File: src/rtl/stream_mux_rr.sv
`default_nettype none
// ============================================================================
// stream_mux_rr : N-input valid/ready mux, explicit-select or round-robin
//                 mode, one-deep registered output stage and transfer counter.
// Revision      : 1.0
// ============================================================================
module stream_mux_rr #(
  parameter int N  = 9,
  parameter int W  = 1,
  parameter int CW = 16
) (
  input  logic                  clk,
  input  logic                  rst_n,
  input  logic                  mode,
  input  logic [$clog2(N)-1:0]  sel,
  input  logic [N-1:0]          in_valid,
  input  logic [N*W-1:0]        in_data,
  output logic [N-1:0]          in_ready,
  output logic                  out_valid,
  output logic [W-1:0]          out_data,
  input  logic                  out_ready,
  input  logic                  clr_err,
  output logic                  sel_err,
  output logic [CW-1:0]         xfer_cnt
);

  localparam int SW = $clog2(N);
  localparam logic [SW:0] C_N = (SW+1)'(N);

  logic [W-1:0]   w_ch [N];
  logic [2*N-1:0] w_dbl;
  logic [N-1:0]   w_rot;
  logic [SW-1:0]  w_off;
  logic [SW:0]    w_sum;
  logic [SW-1:0]  w_rr_g;
  logic [SW-1:0]  w_g;
  logic           w_gv;
  logic           w_sel_ok;
  logic           w_load;
  logic           w_xfer;

  logic           r_out_valid;
  logic [W-1:0]   r_out_data;
  logic           r_sel_err;
  logic [CW-1:0]  r_xfer_cnt;
  logic [SW-1:0]  r_ptr;

  for (genvar k = 0; k < N; k++) begin : g_unpack
    assign w_ch[k] = in_data[k*W +: W];
  end

  // Rotate the valid vector so bit 0 is the pointer's channel, then find the
  // lowest set bit and map the offset back to an absolute channel index.
  always_comb begin
    w_dbl = {in_valid, in_valid} >> r_ptr;
    w_rot = w_dbl[N-1:0];
    w_off = '0;
    for (int i = N-1; i >= 0; i--) begin
      if (w_rot[i]) w_off = i[SW-1:0];
    end
    w_sum  = {1'b0, r_ptr} + {1'b0, w_off};
    w_rr_g = (w_sum >= C_N) ? SW'(w_sum - C_N) : w_sum[SW-1:0];
  end

  always_comb begin
    w_sel_ok = ({1'b0, sel} < C_N);
    if (mode) begin
      w_gv = |in_valid;
      w_g  = w_rr_g;
    end else begin
      w_gv = w_sel_ok && in_valid[sel];
      w_g  = sel;
    end
  end

  assign w_load = !r_out_valid || out_ready;
  assign w_xfer = w_load && w_gv && rst_n;

  always_comb begin
    in_ready = '0;
    if (w_xfer) in_ready[w_g] = 1'b1;
  end

  always_ff @(posedge clk or negedge rst_n) begin
    if (!rst_n) begin
      r_out_valid <= 1'b0;
      r_out_data  <= '0;
      r_sel_err   <= 1'b0;
      r_xfer_cnt  <= '0;
      r_ptr       <= '0;
    end else begin
      if (w_load) begin
        r_out_valid <= w_xfer;
        if (w_xfer) r_out_data <= w_ch[w_g];
      end
      if (w_xfer) begin
        r_xfer_cnt <= r_xfer_cnt + 1'b1;
        if (mode) r_ptr <= (w_g == SW'(N-1)) ? '0 : w_g + 1'b1;
      end
      // A new out-of-range select outranks a clear in the same cycle.
      if (!mode && !w_sel_ok) r_sel_err <= 1'b1;
      else if (clr_err)       r_sel_err <= 1'b0;
    end
  end

  assign out_valid = r_out_valid;
  assign out_data  = r_out_data;
  assign sel_err   = r_sel_err;
  assign xfer_cnt  = r_xfer_cnt;

endmodule
`default_nettype wire

File: config.mk
export PLATFORM = sky130hd
export DESIGN_NAME = stream_mux_rr
export DESIGN_NICKNAME = d
export VERILOG_FILES = /design/src/rtl/stream_mux_rr.sv
export SDC_FILE = /design/constraint.sdc
export NUM_CORES = 1
export LEC_CHECK = 0
export BUFFER_PORTS_ARGS = -buffer_cell sky130_fd_sc_hd__buf_4
export CAP_MARGIN = 20
export CORE_MARGIN = 2
export CORE_UTILIZATION = 40
export DETAILED_ROUTE_END_ITERATION = 10
export GPL_TIMING_DRIVEN = 0
export HOLD_SLACK_MARGIN = 0.15
export PLACE_DENSITY = 0.65
export SLEW_MARGIN = 5
export SYNTH_ARGS = -nofsm -noshare
export SYNTH_HDL_FRONTEND = slang
export SYNTH_SLANG_ARGS = --single-unit
File: constraint.sdc
create_clock -name clk -period 9.82 [get_ports clk]
set_clock_uncertainty 0.05 [all_clocks]
set_input_delay 2.946 -clock clk [delete_from_list [all_inputs] [get_ports clk]]
set_output_delay 2.946 -clock clk [all_outputs]
set_load 0.02 [all_outputs]
## Yosys cells after proc, flatten, opt, wreduce, memory -nomap -nowiden

Cells that the tools add are included.

- Register bits after elaboration: 23
- Input bits: 27
- Word-level logic and storage cells: 54

- Add/subtract/negate cells: 4
- $lt $le $gt $ge: 6
- Equality and inequality tests: 1
- Shift operators: 1
- Multiplexer cells: 23
- Bitwise gates (word level): 1
- Reductions and logical operators: 13

Operator list:

| kind | number |
|---|---|
| $mux W4 | 12 |
| $shr A18 B4 Y9 | 1 |
| $add A16 B1 Y16 const B | 1 |
| $lt A4 B5 Y1 const B | 2 |
| $mux W9 | 1 |
| $reduce_or A9 Y1 | 1 |
| $bmux W1 S4 | 2 |
| $mux W1 | 7 |
| $add A4 B4 Y5 | 1 |
| $ge A5 B4 Y1 const B | 1 |
| $ge A5 B5 Y1 const B | 1 |
| $logic_and A1 B1 Y1 | 5 |
| $not A4 Y5 | 1 |
| $add A4 B1 Y4 const B | 1 |
| $demux W1 S4 | 1 |
| $eq A4 B4 Y1 const B | 1 |
| $ge A4 B1 Y1 const B | 1 |
| $lt A4 B4 Y1 const B | 1 |
| $reduce_and A2 Y1 | 2 |
| $sub A4 B4 Y4 const B | 1 |
| $logic_not A1 Y1 | 3 |
| $reduce_bool A2 Y1 | 1 |
| $logic_or A1 B1 Y1 | 1 |

## Longest topological paths before layout

Gate-level depths: netlist of run 1.

- Depth after elaboration: 19
- Mapped depth: 21
- Gate-level depth less buffers: 19

## Worst setup path after synthesis of run 1

Ideal clock, no wire load.

- Kind: in2out
- Start: input in_valid[1]
- End: output in_ready[8]
- Arrival: 7.254 ns
- Required time: 6.824 ns
- Setup slack: -0.430 ns
- Stages on the path: 17
- Path buffers: 0
- Cells stage by stage: mux2_2 -> mux4_2 -> o21ai_0 -> o21a_1 -> o21ai_0 -> o211ai_1 -> o311ai_0 -> ha_1 -> fa_1 -> inv_1 -> ha_1 -> or4_4 -> a31oi_4 -> o211a_4 -> inv_4 -> or4b_4 -> nor2_1

- Word-level cells in the longest chain between the ends: 19
- Elaborated cells on any way between the ends: 28
- Classes of those cells: add/sub (2); order compare (3); shift (1); mux (17); reduce/logical (5)

Ends and longest elaborated chain:

| what | RTL line | source |
|---|---|---|
| start: declaration | 16 | `input logic [N-1:0] in_valid,` |
| $shr A18 B4 Y9 | 55 | `w_dbl = {in_valid, in_valid} >> r_ptr;` |
| $mux W4 (9 in a row) | 59 | `if (w_rot[i]) w_off = i[SW-1:0];` |
| $add A4 B4 Y5 | 61 | `w_sum = {1'b0, r_ptr} + {1'b0, w_off};` |
| $sub A4 B4 Y4 or $ge A5 B4 Y1 (tied branches) | 62 | `w_rr_g = (w_sum >= C_N) ? SW'(w_sum - C_N) : w_sum[SW-1:0];` |
| $mux W4 | 62 |  |
| $mux W4 | 67 | `if (mode) begin` |
| $lt A4 B5 Y1 (implied by the code) or $ge A4 B1 Y1 (tied branches) | 81 | `if (w_xfer) in_ready[w_g] = 1'b1;` |
| $logic_and A1 B1 Y1 (implied by the code) | 81 |  |
| $mux W1 (implied by the code) | 81 |  |
| $demux W1 S4 | 81 |  |
| $mux W9 * | 81 |  |
| end: declaration | 18 | `output logic [N-1:0] in_ready,` |

Every way passes the cells marked *; elsewhere a longest branch is shown, timed or not. The select of a mux whose other input is x is not followed.

## Final worst setup path of run 1

- Start: input in_valid[8]
- End: output in_ready[8]

Same word-level chain as after synthesis.

==> results of run 1 <==
## power groups by stage
stage                     clock network [mW]  logic, mW  registers (mW)
after floorplan                            0      0.560           0.159
after global placement                     0      0.721           0.147
after detailed placement                   0      0.732           0.147
after CTS                             0.0587      0.900           0.145
after global routing                  0.0618       1.12           0.150
final                                 0.0571       1.03           0.145
## synth_stat cells, types with 2 or more instances
library cell | n | area share, %
nand2_1 | 35 | 5.9
dfrtp_1 | 23 | 26
nor2_1 | 21 | 3.5
inv_1 | 13 | 2.2
mux4_2 | 12 | 12
xnor2_1 | 12 | 4.7
nand3_1 | 10 | 2.2
ha_1 | 8 | 4.5
a21oi_1 | 7 | 1.6
clkbuf_1 | 7 | 1.2
mux2_2 | 7 | 3.5
o21ai_0 | 7 | 1.6
and3_1 | 6 | 1.7
o211ai_1 | 6 | 2.0
xor2_1 | 6 | 2.4
a31oi_1 | 5 | 1.4
mux2i_1 | 4 | 1.8
o2111ai_1 | 4 | 1.6
a211o_1 | 3 | 1.2
a21o_1 | 3 | 1.0
and2_1 | 3 | 0.84
nand2b_1 | 3 | 0.84
nand4_1 | 3 | 0.84
nor4_1 | 3 | 0.84
a211oi_1 | 2 | 0.67
and4_1 | 2 | 0.79
inv_2 | 2 | 0.34
nand3b_1 | 2 | 0.67
nor3_1 | 2 | 0.45
o21a_1 | 2 | 0.67
## how the worst min path moves through the flow
| stage | slack, ps | cells after the start | start | to |
|---|---|---|---|---|
| after global routing | 460 | 1 | xfer_cnt[8] | xfer_cnt[8] |
| after CTS | 440 | 1 | xfer_cnt[15] | xfer_cnt[15] |
| after detailed placement | 420 | 1 | xfer_cnt[15] | xfer_cnt[15] |
| final | 430 | 1 | xfer_cnt[15] | xfer_cnt[15] |
| after global placement | 410 | 1 | xfer_cnt[15] | xfer_cnt[15] |
| after floorplan | 530 | 1 | xfer_cnt[15] | xfer_cnt[15] |
## timing repair
action	in CTS	in global routing
setup buffers	16	6
resized for setup	26	27
setup endpoints to repair	9	9
pin swaps	16	20
## placed cells by master (no fill, tap or decap), types with 8 or more instances in the layout
cell,instances
nor2_1,12
inv_1,12
buf_4,60
dfrtp_1,23
nand3_1,10
nand2_1,32
clkbuf_1,8
nor2_4,9
xnor2_1,12
mux4_2,12
buf_6,15
## layout make-up
cell class	instances	area [sq um]
clock buffer	4	45.0
fill	482	2280
tap	72	90.1
buffer	8	30.0
sequential	23	576
inverter	17	68.8
multi-input combinational	200	1710
timing repair buffer	76	639
## state kept, by name, indices dropped and copies added (netlist names)
name	cells
out_data	1
out_valid	1
r_ptr	4
sel_err	1
xfer_cnt	16
## per-layer routing
metal / vias up / track usage, % / share of wire [%]
li1: 1086 / - / -
met1: 1065 / 25.1 / 46
met2: 46 / 32.9 / 49
met3: 4 / 2.30 / 3.9
met4: 0 / 1.93 / 0.81
met5: - / 0 / 0
## kinds of logic after synthesis
logic type               after synthesis  share of synthesized area, %
adder cells (fa/ha/maj)                9                          5.38
AND/OR/NAND/NOR                       98                          21.9
XOR/XNOR                              18                          7.07
multiplexers                          23                          17.4
flip-flops                            23                          25.8
buffers and inverters                 25                          4.32
AO/OA/AOI/OAI                         52                          18.1
==> impl_metrics.py, run 1 <==
metrics = {
    "worst_hold_path": {
        "min_path_type": "reg2reg",
    },
    "global_route": {
        "globalRouteTotalUtil_pct": 18.6,
        "grt_pass1_vias": 2155,
        "antenna_found_initial": 0,
        "overflow": 0,
        "grt_pass1_wl_mm": 9.58,
        "grt_max_degree": 25,
    },
    "finish": {
        "area_delta_synth_final_pct": 41.7,
        "nNetsFinal": 365,
        "design_area_sq_um": 3160,
        "final_layout_size_suffix_gt1_share_pct": 41.2,
        "final_util_pct": 58.1,
        "fin_cells": 400,
        "diodes": 0,
    },
    "detailed_routing": {
        "drcViolationCount": 0,
        "first_pass_iters": 4,
        "wl_per_cell_microns": 14.6,
        "routed_wl_mm": 5.83,
        "drt_iter0_drc": 89,
        "ant_nets": 0,
        "dr_total_vias": 2201,
        "viasPerCell": 5.50,
    },
    "setup_path": {
        "crit_required_ps": 6820,
        "endpoint": "in_ready[8]",
        "reg2reg_to": "out_data",
        "slowest_stage": "or4_4",
        "r2r_slack_ps": 4260,
        "end_kind": "primary output",
        "reg2reg_depth": 20,
        "crit_path_start_kind": "primary input",
        "cpPeakStageDelay_ps": 570,
        "path_class": "in2out",
        "crit_arrival_ps": 7120,
        "path_cells": "buf_12, mux2_2, mux4_2, o21ai_2, o21a_1, o21ai_1, o211ai_1, o311ai_1, ha_2, fa_2, inv_2, ha_4, or4_4, a31oi_4, o211a_4, inv_4, or4b_4, nor2_4, buf_6",
        "path_max_fanout": 9,
        "r2r-start": "r_ptr[0]",
        "cp_num_buf_inv": 4,
        "critical_path_depth": 19,
        "crit_family": "simple AND/OR/NAND/NOR gates",
        "critPathLaunch": "in_valid[8]",
    },
    "timing": {
        "finalCriticalPeriod_ps": 10120,
        "drv_slew": 0,
        "max_freq_mhz": 98.8,
        "timing.hold.ws_ps": 426,
        "setup_tns_ps": -1790,
        "hold_viol_final": 0,
        "worst_slew_pin_slew_ps": 755,
        "post-route-period-util_pct": 103,
        "setup_viol": 9,
        "rsz0062_at_grt": "yes",
        "setup_slack_ps": -298,
        "max_slew_margin_pct": 49.4,
    },
    "synth": {
        "async_flop_share_pct": 100,
        "ys.flop_type": "dfrtp_1",
        "synth_area_sq_um": 2230,
        "yosys_warnings": 0,
        "synth_nets": 284,
        "avgSynthCellArea_sq_um": 9.00,
        "synth_edf_count": 0,
        "seq_area_frac_synth_pct": 25.8,
        "synthDistinctLibCells": 55,
        "synth.ff_latch_count": 23,
        "postSynthCellCount": 248,
    },
    "placed_design": {
        "io_buffer_count": 54,
        "placed_cell_area_sq_um": 2760,
        "pre_cts_slack_ps": -680,
        "dp_cells": 374,
        "routabilityCongestion": 0.817,
        "dpl.hpwl_mm": 4.23,
    },
    "floorplanning": {
        "start_util_pct": 41.0,
        "dieArea_sq_um": 6190,
        "die_h_microns": 78.7,
        "fp.coreArea_sq_um": 5440,
        "io-pin-count": 55,
        "rows": 27,
        "die_w_microns": 78.7,
    },
    "cts": {
        "ctsHoldBuffers": 0,
        "htree_levels": 1,
        "clockRootBuffer": "clkbuf_8",
        "cts_tree": "yes",
        "clk_latency_ps": 260,
        "cts_buffer_depth": 2,
        "cts_buffers": 3,
        "cts.clk_slew.worst_paths_ps": 80,
        "cts.sinks": 23,
    },
    "flow_run": {
        "drv_cap": 0,
    },
    "power": {
        "power_mw": 1.23,
        "comb_power_share_pct": 83.6,
        "p_leak_nw": 1.42,
        "irDropWorstVdd_v": 0.000272,
        "p_per_area_nw_per_um2": 389,
        "seqPwrFrac_pct": 11.8,
        "pwr-share-clk_pct": 4.6,
        "p_switching_mw": 0.584,
        "intPower_mw": 0.647,
        "swShare_pct": 47.5,
    },
    "status": {
        "status": "finished, violations left",
        "violations": "setup timing",
    },
}
Note: power is estimated with default switching activity, not from simulation.
==> inputs of run 2 (changes only) <==
--- a/config.mk
+++ b/config.mk
@@ -7,12 +7,14 @@
 export LEC_CHECK = 0
 export BUFFER_PORTS_ARGS = -buffer_cell sky130_fd_sc_hd__buf_4
 export CAP_MARGIN = 20
-export CORE_MARGIN = 2
-export CORE_UTILIZATION = 40
+export CELL_PAD_IN_SITES_DETAIL_PLACEMENT = 0
+export CELL_PAD_IN_SITES_GLOBAL_PLACEMENT = 1
+export CORE_MARGIN = 3
+export CORE_UTILIZATION = 36
 export DETAILED_ROUTE_END_ITERATION = 10
 export GPL_TIMING_DRIVEN = 0
 export HOLD_SLACK_MARGIN = 0.15
-export PLACE_DENSITY = 0.65
+export PLACE_DENSITY = 0.88
 export SLEW_MARGIN = 5
 export SYNTH_ARGS = -nofsm -noshare
 export SYNTH_HDL_FRONTEND = slang
==> impl_metrics.py, run 2 (synthesized netlist as in run 1, its figures left out) <==
metrics = {
    "status": {
        "status": "finished, violations left",
        "violations": "setup timing",
    },
    "worst_hold_path": {
        "whs_path_depth": 1,
        "hold_start": "xfer_cnt[15]",
        "min_delay_worst_endpoint": "xfer_cnt[15]",
        "min_path_type": "reg2reg",
    },
    "setup_path": {
        "crit_arrival_ps": 7120,
        "cpPeakStageDelay_ps": 570,
        "crit_family": "simple AND/OR/NAND/NOR gates",
        "reg2reg_depth": 20,
        "path_cells": "buf_4, mux4_2, mux4_2, nand2b_1, inv_1, a21oi_1, a211oi_2, fa_2, buf_4, or4_4, a31oi_4, o211a_4, inv_4, or4b_4, nor2_4, buf_6",
        "slowest_stage": "or4_4",
        "end_kind": "primary output",
        "r2r_slack_ps": 4220,
        "path_max_fanout": 6,
        "path_class": "in2out",
        "crit_required_ps": 6820,
        "reg2reg_to": "out_data",
        "cp_num_buf_inv": 5,
        "r2r-start": "r_ptr[0]",
        "crit_path_start_kind": "primary input",
    },
    "global_route": {
        "grt_pass1_wl_mm": 9.78,
        "overflow": 0,
        "grt_max_degree": 25,
        "antenna_found_initial": 0,
        "globalRouteTotalUtil_pct": 16.1,
        "grt_pass1_vias": 2080,
    },
    "floorplanning": {
        "die_h_microns": 84.7,
        "io-pin-count": 55,
        "rows": 28,
        "die_w_microns": 84.7,
        "fp.coreArea_sq_um": 5960,
        "start_util_pct": 37.5,
        "dieArea_sq_um": 7180,
    },
    "timing": {
        "setup_viol": 9,
        "finalCriticalPeriod_ps": 10120,
        "rsz0062_at_grt": "yes",
        "max_slew_margin_pct": 55.0,
        "post-route-period-util_pct": 103,
        "setup_slack_ps": -299,
        "hold_viol_final": 0,
        "drv_slew": 0,
        "worst_slew_pin_slew_ps": 672,
        "max_freq_mhz": 98.8,
    },
    "finish": {
        "n_fill_cell": 535,
        "final_layout_size_suffix_gt1_share_pct": 41.0,
        "largest_reg_flops": 16,
        "nNetsFinal": 364,
        "fin_cells": 402,
        "area_delta_synth_final_pct": 42.1,
        "diodes": 0,
        "design_area_sq_um": 3170,
        "layout_commonest_cell": "buf_4",
        "layout_common_cells": "59 x buf_4, 32 x nand2_1, 23 x dfrtp_1",
    },
    "detailed_routing": {
        "dr.max_layer_used": "met4",
        "routed_wl_mm": 5.95,
        "routed-wl-met3_microns": 306,
        "wl_per_cell_microns": 14.8,
        "first_pass_iters": 4,
        "drcViolationCount": 0,
        "dr_total_vias": 2211,
        "wl_met1_mm": 2.74,
        "met2_length_mm": 2.83,
        "drt_iter0_drc": 122,
        "ant_nets": 0,
        "viasPerCell": 5.50,
    },
    "cts": {
        "ctsHoldBuffers": 0,
        "cts.sinks": 23,
        "clockRootBuffer": "clkbuf_8",
        "cts_tree": "yes",
        "htree_levels": 1,
        "clk_latency_ps": 260,
        "cts_buffers": 3,
        "cts.clk_slew.worst_paths_ps": 90,
        "cts_buffer_depth": 2,
    },
    "power": {
        "p_per_area_nw_per_um2": 403,
        "irDropWorstVdd_v": 0.000256,
        "p_leak_nw": 1.42,
    },
    "placed_design": {
        "dp_cells": 377,
        "dpl.hpwl_mm": 4.32,
        "placed_cell_area_sq_um": 2760,
        "io_buffer_count": 54,
        "routabilityCongestion": 0.851,
    },
    "flow_run": {
        "drv_cap": 0,
    },
}
## run 2: repair_timing
action / CTS / global route
pin swaps: 14 / 11
setup buffers: 15 / 6
setup endpoints to repair: 9 / 9
gates resized for setup: 27 / 19
## run 2: cell type report
class,instances,area (sq um),share of cell area (%)
buffer,8,30.0,0.947
clock buffer,3,41.3,1.30
clock inverter,1,7.51,0.237
inverter,17,68.8,2.17
multi-input combinational,200,1710,53.9
sequential,23,576,18.2
tap,75,93.8,2.96
timing repair buffer,75,644,20.3
## run 2: worst max path at each step
stage	start	end	slack, ps	cells past startpoint
global route	in_valid[8]	in_ready[8]	-540	21
CTS	in_valid[8]	in_ready[8]	-310	19
global placement	in_valid[8]	in_ready[8]	-680	19
detailed placement	in_valid[8]	in_ready[8]	-700	19
floorplan	in_valid[1]	in_ready[8]	-210	17
finish	in_valid[4]	in_ready[8]	-300	16
## run 2: through the flow
stage	total power, mW	setup TNS, ps	hold WS, ps	setup slack, ps	utilization (%)
2_1_floorplan	0.719	-226	532	-206	-
3_3_place_gp	0.871	-3900	414	-680	46.3
3_5_place_dp	0.883	-4070	422	-698	46.3
4_1_cts	1.12	-1800	435	-314	50.8
5_1_grt	1.38	-4140	444	-537	53.2
6_report	1.28	-1920	434	-299	53.2
## run 2: power by group
part | internal [mW] | switching, mW | total (mW)
sequential | 0.118 | 0.0281 | 0.146
clock | 0.0287 | 0.0317 | 0.0604
combinational | 0.533 | 0.539 | 1.07
## run 2: worst reg2reg max path: cells and delay by family, from the launching register on
kind / cells / cell delay [ps]
flip-flops: 1 / 460
adder cells (fa/ha/maj): 3 / 940
AND/OR/NAND/NOR: 3 / 1280
buffers and inverters: 4 / 790
AO/OA/AOI/OAI: 9 / 1360
multiplexers: 1 / 630
## run 2: metal layers
metal,vias up,global-route usage (%)
met3,6,2.45
met4,0,4.03
met1,1061,22.5
li1,1089,-
met5,-,0
met2,55,26.3
